[config.mk]
export PLATFORM = sky130hd
export DESIGN_NAME = mem_port_arbiter
export DESIGN_NICKNAME = d
export VERILOG_FILES = /design/src/rtl/mem_port_arbiter.sv
export SDC_FILE = /design/constraint.sdc
export NUM_CORES = 1
export LEC_CHECK = 0
export ABC_AREA = 1
export CORE_AREA = 5 5 118 120
export CTS_CLUSTER_DIAMETER = 50
export DETAILED_ROUTE_END_ITERATION = 10
export DIE_AREA = 0 0 123 125
export PLACE_DENSITY = 0.59
export SLEW_MARGIN = 25
export SYNTH_ARGS = -nofsm -noshare
export SYNTH_HDL_FRONTEND = slang
export SYNTH_SLANG_ARGS = --single-unit
export TNS_END_PERCENT = 30
[constraint.sdc]
create_clock -name clk_i -period 5.2 [get_ports clk_i]
set_input_delay 0.78 -clock clk_i [delete_from_list [all_inputs] [get_ports clk_i]]
set_output_delay 0.78 -clock clk_i [all_outputs]
set_load 0.01 [all_outputs]
[src/rtl/mem_port_arbiter.sv]
// mem_port_arbiter
//   Two-master arbiter in front of a single-cycle memory port.
//   Master 0 is the CPU, master 1 is the debug/DMA port.
//
//   Ports
//     clk_i, rst_i              clock, synchronous active-high reset
//     mN_req_i/we_i/lock_i      request, write enable, lock hint for master N
//     mN_addr_i/wdata_i/funct3_i transfer attributes for master N
//     mN_gnt_o                  combinational grant (accepted = req & gnt)
//     mN_rvalid_o/rdata_o       read response, exactly one cycle after accept
//     mem_*_o                   memory command, zero when nothing is accepted
//     mem_rdata_i               memory read data, valid one cycle after read
//
//   Build option
//     MEMARB_ROUND_ROBIN_EN     when defined, an IDLE conflict goes to the
//                               master not granted last; otherwise master 0.
//
//   A locked owner keeps the port for up to MAX_LOCK consecutive transfers.
//   A forced release hands the next conflict to the other master.
module mem_port_arbiter #(
    parameter int BITNESS  = 32,
    parameter int MAX_LOCK = 4
) (
    input  logic               clk_i,
    input  logic               rst_i,

    input  logic               m0_req_i,
    input  logic               m0_we_i,
    input  logic               m0_lock_i,
    input  logic [BITNESS-1:0] m0_addr_i,
    input  logic [BITNESS-1:0] m0_wdata_i,
    input  logic [2:0]         m0_funct3_i,
    output logic               m0_gnt_o,
    output logic               m0_rvalid_o,
    output logic [BITNESS-1:0] m0_rdata_o,

    input  logic               m1_req_i,
    input  logic               m1_we_i,
    input  logic               m1_lock_i,
    input  logic [BITNESS-1:0] m1_addr_i,
    input  logic [BITNESS-1:0] m1_wdata_i,
    input  logic [2:0]         m1_funct3_i,
    output logic               m1_gnt_o,
    output logic               m1_rvalid_o,
    output logic [BITNESS-1:0] m1_rdata_o,

    output logic [BITNESS-1:0] mem_addr_o,
    output logic [BITNESS-1:0] mem_wdata_o,
    output logic               mem_we_o,
    output logic               mem_re_o,
    output logic [2:0]         mem_funct3_o,
    input  logic [BITNESS-1:0] mem_rdata_i
);

    typedef enum logic [1:0] {IDLE, LOCK0, LOCK1} state_t;

    localparam int            CW      = $clog2(MAX_LOCK + 1);
    localparam logic [CW-1:0] MAX_CNT = CW'(MAX_LOCK);

    state_t        state;
    logic [CW-1:0] lock_cnt;
    logic          last_gnt;
    logic          pref_vld;   // one-shot preference after a forced release
    logic          pref_own;
    logic          rv_vld;     // read outstanding, answered this cycle
    logic          rv_own;

    logic          rr_win1;
    logic          win1;
    logic          accept;
    logic          sel;
    logic          acc_we;
    logic          acc_lock;
    logic [CW-1:0] cnt_nxt;

`ifdef MEMARB_ROUND_ROBIN_EN
    assign rr_win1 = ~last_gnt;
`else
    logic unused_last_gnt;
    assign unused_last_gnt = last_gnt;
    assign rr_win1 = 1'b0;
`endif

    assign win1 = pref_vld ? pref_own : rr_win1;

    always_comb begin
        m0_gnt_o = 1'b0;
        m1_gnt_o = 1'b0;
        if (!rst_i) begin
            case (state)
                LOCK0: m0_gnt_o = m0_req_i;
                LOCK1: m1_gnt_o = m1_req_i;
                default: begin
                    if (m0_req_i && m1_req_i) begin
                        m1_gnt_o = win1;
                        m0_gnt_o = ~win1;
                    end else begin
                        m0_gnt_o = m0_req_i;
                        m1_gnt_o = m1_req_i;
                    end
                end
            endcase
        end
    end

    // Grants already imply the request, so accept is just "any grant".
    assign accept   = m0_gnt_o | m1_gnt_o;
    assign sel      = m1_gnt_o;
    assign acc_we   = sel ? m1_we_i   : m0_we_i;
    assign acc_lock = sel ? m1_lock_i : m0_lock_i;
    // The counter is zero in IDLE, so this also yields 1 for the entering transfer.
    assign cnt_nxt  = lock_cnt + 1'b1;

    always_comb begin
        mem_addr_o   = '0;
        mem_wdata_o  = '0;
        mem_funct3_o = '0;
        mem_we_o     = 1'b0;
        mem_re_o     = 1'b0;
        if (m0_gnt_o) begin
            mem_addr_o   = m0_addr_i;
            mem_wdata_o  = m0_wdata_i;
            mem_funct3_o = m0_funct3_i;
            mem_we_o     = m0_we_i;
            mem_re_o     = ~m0_we_i;
        end else if (m1_gnt_o) begin
            mem_addr_o   = m1_addr_i;
            mem_wdata_o  = m1_wdata_i;
            mem_funct3_o = m1_funct3_i;
            mem_we_o     = m1_we_i;
            mem_re_o     = ~m1_we_i;
        end
    end

    always_ff @(posedge clk_i) begin
        if (rst_i) begin
            state    <= IDLE;
            lock_cnt <= '0;
            last_gnt <= 1'b1;
            pref_vld <= 1'b0;
            pref_own <= 1'b0;
            rv_vld   <= 1'b0;
            rv_own   <= 1'b0;
        end else begin
            rv_vld <= accept & ~acc_we;
            rv_own <= sel;
            if (accept)
                last_gnt <= sel;
            // Preference only lives for the first IDLE cycle after release.
            if (state == IDLE)
                pref_vld <= 1'b0;
            // In a lock state only the owner can be granted.
            if (accept && acc_lock) begin
                if (cnt_nxt >= MAX_CNT) begin
                    state    <= IDLE;
                    lock_cnt <= '0;
                    pref_vld <= 1'b1;
                    pref_own <= ~sel;
                end else begin
                    state    <= sel ? LOCK1 : LOCK0;
                    lock_cnt <= cnt_nxt;
                end
            end else if (state != IDLE) begin
                state    <= IDLE;
                lock_cnt <= '0;
            end
        end
    end

    // Gating with rst_i drops a response whose read preceded a reset.
    assign m0_rvalid_o = rv_vld & ~rv_own & ~rst_i;
    assign m1_rvalid_o = rv_vld &  rv_own & ~rst_i;
    assign m0_rdata_o  = m0_rvalid_o ? mem_rdata_i : '0;
    assign m1_rdata_o  = m1_rvalid_o ? mem_rdata_i : '0;

endmodule

==> qor.txt, run 1 <==
fin crit share: 79.5%
first-iteration detailed-routing DRC count: 89
first-pass iteration count of the detailed router: 4
Synth Instances: 273
antenna fix cells: 0
grt ovf: 0
core area: 12900 um2
detailed-route via count: 3074
GP Congestion: 0.884
area of the multi-input gates: 1180 um2
VDD IR-drop max: 0.0735 mV
commonest non-fill, non-tap cell in the layout: clkdlybuf4s50_1
clock latency on the worst-skew pair: 0.23 ns
vias in the first global route: 3251
Sw Share: 29.0%
number of setup buffers added after CTS: 0
Die Ht: 125 um
delay-heaviest family, CP: buffers and inverters
clock skew: 0.00146 ns
most frequent cells in the layout: 310 x clkdlybuf4s50_1, 71 x nor2_1, 67 x a22o_1, 50 x inv_1, 13 x nand2_1
FF/Latch Area: 180 um2
largest net degree at the start of global routing: 43
Ports: 311
crit path time final: 4.14 ns
startpoint types: input port
crit-path max FO: 42
Seq pwr share: 12.9%
Ys Warns: 0
number of nets in the layout: 748
Hold Violations, Final: 0
Peak Freq: 242 MHz
area share of the largest cell type after synthesis: 34.6%
Worst EP required: 4.42 ns
Root Driver: clkbuf_16
Final Power: 568 uW
CP Cell Sequence: clkdlybuf4s50_1 > inv_4 > nand2_2 > nor2_2 > nand2_2 > nor2_4 > buf_4 > a22o_1 > clkdlybuf4s50_1
slowest stage cell, crit path: clkdlybuf4s50_1
Psw: 165 uW
type of the tightest min-delay check: reg -> reg
DP HPWL: 11200 um
max_cap viols: 0
Clk network pwr share: 23.8%
setup TNS: 0 ns
clk buf depth: 2
Layout area overhead: 194%
slew at the pin with the worst max-slew slack: 0.953 ns
Routed WL: 12700 um
pins over their slew limit: 0
Pint: 403 uW
Inst Count DP: 741
Buf/Inv on CP: 4
initial antenna violation count: 0
status: finished, final reports clean
final hold slack: 0.478 ns
Setup Crit Path Kind: in -> out
Setup crit end kind: output pin
Initial Util: 13.2%
crit path DAT: 3.36 ns
DR vias/cell: 4.13
CTS H-Tree Depth: 1
Die ar.: 15400 um2
most area-hungry cell type in the Yosys netlist: a22o_1
Placement Setup Slack: 1.06 ns
global-route wire length before repair: 18200 um
Clock transition at path regs: 0.04 ns
mean area per synthesized cell: 6.22 um2
GRT Total Usage: 15.3%
Num Clock Sinks: 9
final worst slack: 1.06 ns
IO Port Bufs: 310
Site Rows: 42
Num CTS Buffers: 3
CTS tree: built
relative slew slack: 36.4%
syn_nets: 451
largest cells by area after synthesis: a22o_1 35%, nor2_1 16%, inv_1 11%
part of the power in combinational logic: 63.3%
post-synthesis sequential area ratio: 10.6%
count of final setup violators: 0
Distinct cells, synth: 26
wire per inst: 17.1 um
share of layout cells above drive strength 1: 3.87%
Antenna Nets Post-Route: 0
PwrDens: 114 nW/um2
Post-route DRC: 0
P_leak: 2.05 nW
Cell Count, Final, Fillers Out: 745
Synth Cell Area: 1700 um2
die width: 123 um
PostCTS Resize Cnt: 0
RSZ-0062 raised after global routing: false
cts hold-fix bufs: 0
CP max stage delay: 0.62 ns
fill count: 1338
Yosys reg bits: 9
[final cells by class]
| cell class | count | share of cell area, % |
|---|---|---|
| Clock buffer | 4 | 1.58 |
| Inverter | 53 | 4.06 |
| Multi-Input combinational cell | 189 | 23.6 |
| Sequential cell | 9 | 3.61 |
| Tap cell | 176 | 4.41 |
| Timing Repair Buffer | 314 | 62.8 |
[routing by layer]
layer  up-vias  wire length, um  track usage (%)
met5         -                0                0
met4         0              214             3.06
met3        10             1790             6.82
met2       202             6510             29.4
met1      1353             4200             14.9
li1       1509                -                -
[cell usage after synthesis]
cell      count
inv_4         1
nand2_1      13
nand4_1       6
inv_1        50
buf_6         6
a22o_1       67
nor3_1        3
clkbuf_1      7
nor2_1       71
xor2_1        1
inv_2         1
a211oi_1      1
a21oi_1       5
buf_1         1
nand4_2       1
ha_1          4
nand3_1       5
buf_2         8
nand3_2       2
nor2_2        1
o31ai_1       1
or2_2         1
nor2_4        2
nand2_2       5
dfxtp_1       9
clkinv_2      1
[tightest hold or removal path, cell delays in order (launching register included)]
cell and delay [ns]:
dfxtp_1 0.31, inv_1 0.07, nor3_1 0.05
[sequential cells by signal, indices dropped and copies added, names as in the netlist]
name      flops
lock_cnt      3
state         2
pref_own      1
pref_vld      1
rv_own        1
rv_vld        1
[through the flow]
| step | instance area, um2 | util, % |
|---|---|---|
| after floorplan | 1700 | - |
| after global placement | 4910 | 38.2 |
| after detailed placement | 4910 | 38.2 |
| after CTS | 4990 | 38.8 |
| after global routing | 4990 | 38.8 |
| final | 4990 | 38.8 |
[final timing paths]
check	start	slack (ns)	cells after the start	to
worst min-delay path	lock_cnt[2]$_SDFFE_PP0P_	0.48	2	lock_cnt[2]$_SDFFE_PP0P_
worst max register to register	state[0]$_SDFFE_PP0P_	3.16	10	lock_cnt[0]$_SDFFE_PP0P_
worst max-delay path	rst_i	1.06	9	mem_wdata_o[1]
worst min register to register	lock_cnt[2]$_SDFFE_PP0P_	0.48	2	lock_cnt[2]$_SDFFE_PP0P_
[power groups by stage]
stage	sequential, mW	clock, mW	combinational, mW
floorplan	0.0741	0	0.119
global placement	0.0745	0	0.360
detailed placement	0.0746	0	0.362
CTS	0.0734	0.138	0.364
global route	0.0737	0.145	0.384
finish	0.0734	0.135	0.359
[kinds of logic (layout without fill, tap and decap cells)]
family | after synthesis | in the layout | share of synthesized area (%)
flip-flops | 9 | 9 | 10.6
AO/OA/AOI/OAI | 74 | 74 | 36.9
adder cells (fa/ha/maj) | 4 | 4 | 2.95
XOR/XNOR | 1 | 1 | 0.516
buffers and inverters | 75 | 371 | 20.0
AND/OR/NAND/NOR | 110 | 110 | 29.0
(Power assumes the default switching activity.)
==> inputs of run 2 (changes only) <==
--- a/config.mk
+++ b/config.mk
@@ -6,11 +6,11 @@
 export NUM_CORES = 1
 export LEC_CHECK = 0
 export ABC_AREA = 1
-export CORE_AREA = 5 5 118 120
+export CORE_AREA = 5 5 117 119
 export CTS_CLUSTER_DIAMETER = 50
 export DETAILED_ROUTE_END_ITERATION = 10
-export DIE_AREA = 0 0 123 125
-export PLACE_DENSITY = 0.59
+export DIE_AREA = 0 0 122 124
+export PLACE_DENSITY = 0.6
 export SLEW_MARGIN = 25
 export SYNTH_ARGS = -nofsm -noshare
 export SYNTH_HDL_FRONTEND = slang
==> constraint.sdc (replaced) <==
create_clock -name clk_i -period 4.1 [get_ports clk_i]
set_input_delay 0.615 -clock clk_i [delete_from_list [all_inputs] [get_ports clk_i]]
set_output_delay 0.615 -clock clk_i [all_outputs]
set_load 0.01 [all_outputs]
==> qor.txt, run 2 (synthesis gave the netlist of run 1 again) <==
grt ovf: 0 (unchanged)
share of layout cells above drive strength 1: 3.87% (unchanged)
fin crit share: 88.6%
Setup crit end: mem_wdata_o[1]
Ports: 311 (unchanged)
type of the tightest min-delay check: reg -> reg
clock skew: 0.000921 ns (-0.000543 ns)
P_leak: 2.06 nW (+0.32%)
first-pass iteration count of the detailed router: 4 (unchanged)
max reg flops: 3 (unchanged)
Setup crit end kind: output pin
Routed WL: 13000 um (+2.1%)
die width: 122 um (-0.81%)
startpoint types: input port
pins over their slew limit: 0 (unchanged)
FF-to-FF Start: state[0]$_SDFFE_PP0P_
antenna fix cells: 0 (unchanged)
CTS tree: built
wire length on met3: 1630 um (-9.0%)
Peak Freq: 275 MHz
CP Depth: 9 (unchanged)
top sig layer: met4
Die Ht: 124 um (-0.80%)
Die ar.: 15100 um2 (-1.6%)
Clock transition at path regs: 0.04 ns (about the same)
Num CTS Buffers: 3 (unchanged)
RSZ-0062 raised after global routing: false
CTS H-Tree Depth: 1 (unchanged)
count of final setup violators: 0 (unchanged)
Reg2Reg Depth: 10 (unchanged)
largest registers: lock_cnt x3, state x2
most frequent cells in the layout: 310 x clkdlybuf4s50_1, 71 x nor2_1, 67 x a22o_1, 50 x inv_1, 13 x nand2_1
crit-path max FO: 55 (+31%)
Antenna Nets Post-Route: 0 (unchanged)
slowest stage cell, crit path: clkdlybuf4s50_1
reg-to-reg slack, setup: 2.22 ns (-0.94 ns)
largest net degree at the start of global routing: 56 (+30%)
number of nets in the layout: 748 (unchanged)
first-iteration detailed-routing DRC count: 83 (-6.7%)
GRT Total Usage: 15.1% (-0.26 points)
VDD IR-drop max: 0.111 mV (+51%)
setup TNS: 0 ns (unchanged)
Inst Count DP: 737 (-0.54%)
delay-heaviest family, CP: buffers and inverters
wire per inst: 17.5 um (+2.6%)
PwrDens: 145 nW/um2 (+28%)
Worst Setup SP: rst_i
met1 WL: 4280 um (+1.8%)
core area: 12500 um2 (-3.2%)
CP Cell Sequence: clkdlybuf4s50_1 > inv_4 > nand2_2 > nor2_2 > nand2_2 > nor2_4 > buf_12 > a22o_1 > clkdlybuf4s50_1
number of setup buffers added after CTS: 0 (unchanged)
status: finished, final reports clean
cts hold-fix bufs: 0 (unchanged)
WL met2: 6840 um (+5.1%)
Hold Violations, Final: 0 (unchanged)
Worst EP required: 3.48 ns (-0.94 ns)
vias in the first global route: 3170 (-2.5%)
Layout area overhead: 195%
Buf/Inv on CP: 4 (unchanged)
slew at the pin with the worst max-slew slack: 1.00 ns (+0.0477 ns)
Biggest register: lock_cnt
DP HPWL: 11500 um (+2.0%)
crit path time final: 3.63 ns
DR vias/cell: 4.12 (-0.11%)
PostCTS Resize Cnt: 0 (unchanged)
clock latency on the worst-skew pair: 0.23 ns (about the same)
relative slew slack: 33.2% (-3.2 points)
Setup Crit Path Kind: in -> out
Root Driver: clkbuf_16
global-route wire length before repair: 17700 um (-2.6%)
Initial Util: 13.6% (+0.43 points)
Site Rows: 41 (-2.4%)
Crit Reg-Reg Endpoint: state[1]$_SDFFE_PP0P_
Post-route DRC: 0 (unchanged)
initial antenna violation count: 0 (unchanged)
crit path DAT: 3.02 ns (-0.34 ns)
CP max stage delay: 0.61 ns (about the same)
Cell Count, Final, Fillers Out: 741 (-0.54%)
IO Port Bufs: 310 (unchanged)
detailed-route via count: 3054 (-0.65%)
GP Congestion: 0.850 (-3.8%)
commonest non-fill, non-tap cell in the layout: clkdlybuf4s50_1
clk buf depth: 2 (unchanged)
max_cap viols: 0 (unchanged)
Num Clock Sinks: 9 (unchanged)
Placement Setup Slack: 0.461 ns (-0.601 ns)
final worst slack: 0.468 ns (-0.596 ns)
==> run 2: cell count changes in the layout (fill, tap and decap cells not counted) <==
cell    previous run  this run
buf_4              4         2
buf_12             0         2
==> run 2: per-layer routing <==
metal | global-route usage [%] | vias to the layer above
met5 | 0 | -
met4 | 3.57 | 0
met3 | 6.36 | 12
met2 | 29.2 | 207
met1 | 14.7 | 1327
li1 | - | 1508
==> run 2: worst min-delay path by stage <==
| stage | slack [ns] | end | cells after the start | from |
|---|---|---|---|---|
| floorplan | 0.45 | lock_cnt[2]$_SDFFE_PP0P_ | 2 | lock_cnt[2]$_SDFFE_PP0P_ |
| global placement | 0.47 | lock_cnt[2]$_SDFFE_PP0P_ | 2 | lock_cnt[2]$_SDFFE_PP0P_ |
| detailed placement | 0.48 | lock_cnt[2]$_SDFFE_PP0P_ | 2 | lock_cnt[2]$_SDFFE_PP0P_ |
| CTS | 0.48 | lock_cnt[2]$_SDFFE_PP0P_ | 2 | lock_cnt[2]$_SDFFE_PP0P_ |
| global route | 0.50 | lock_cnt[2]$_SDFFE_PP0P_ | 2 | lock_cnt[2]$_SDFFE_PP0P_ |
| finish | 0.48 | lock_cnt[2]$_SDFFE_PP0P_ | 2 | lock_cnt[2]$_SDFFE_PP0P_ |
==> run 2: power by group <==
| part | leakage [nW] | total [mW] | switching [mW] | internal [mW] |
|---|---|---|---|---|
| Combinational | 1.95 | 0.462 | 0.169 | 0.293 |
| Clock | 0.0382 | 0.173 | 0.0426 | 0.130 |
| Sequential | 0.0731 | 0.0933 | 0.00197 | 0.0913 |
| Total | 2.06 | 0.728 | 0.214 | 0.515 |
==> run 2: worst register-to-register path: stages (launching register included) <==
cell,delay (ns)
dfxtp_1,0.36
inv_1,0.08
ha_1,0.31
inv_2,0.06
nand2_1,0.06
nor2_1,0.07
nor2_4,0.20
buf_12,0.26
nand3_2,0.17
nand4_1,0.11
a21oi_1,0.07
==> run 2: layout make-up <==
type	instances	area, um2
fill	1288	7450
multi-input combinational	189	1180
sequential	9	180
tap	172	215
timing repair buffer	314	3160
inverter	53	203
clock buffer	4	78.8
==> run 2: stage by stage <==
| stage | util [%] | area (um2) | power, mW | hold WS (ns) |
|---|---|---|---|---|
| 2_1_floorplan | - | 1700 | 0.245 | 0.450 |
| 3_3_place_gp | 39.6 | 4930 | 0.559 | 0.467 |
| 3_5_place_dp | 39.6 | 4930 | 0.562 | 0.477 |
| 4_1_cts | 40.2 | 5010 | 0.738 | 0.483 |
| 5_1_grt | 40.2 | 5010 | 0.766 | 0.501 |
| 6_report | 40.2 | 5010 | 0.728 | 0.477 |
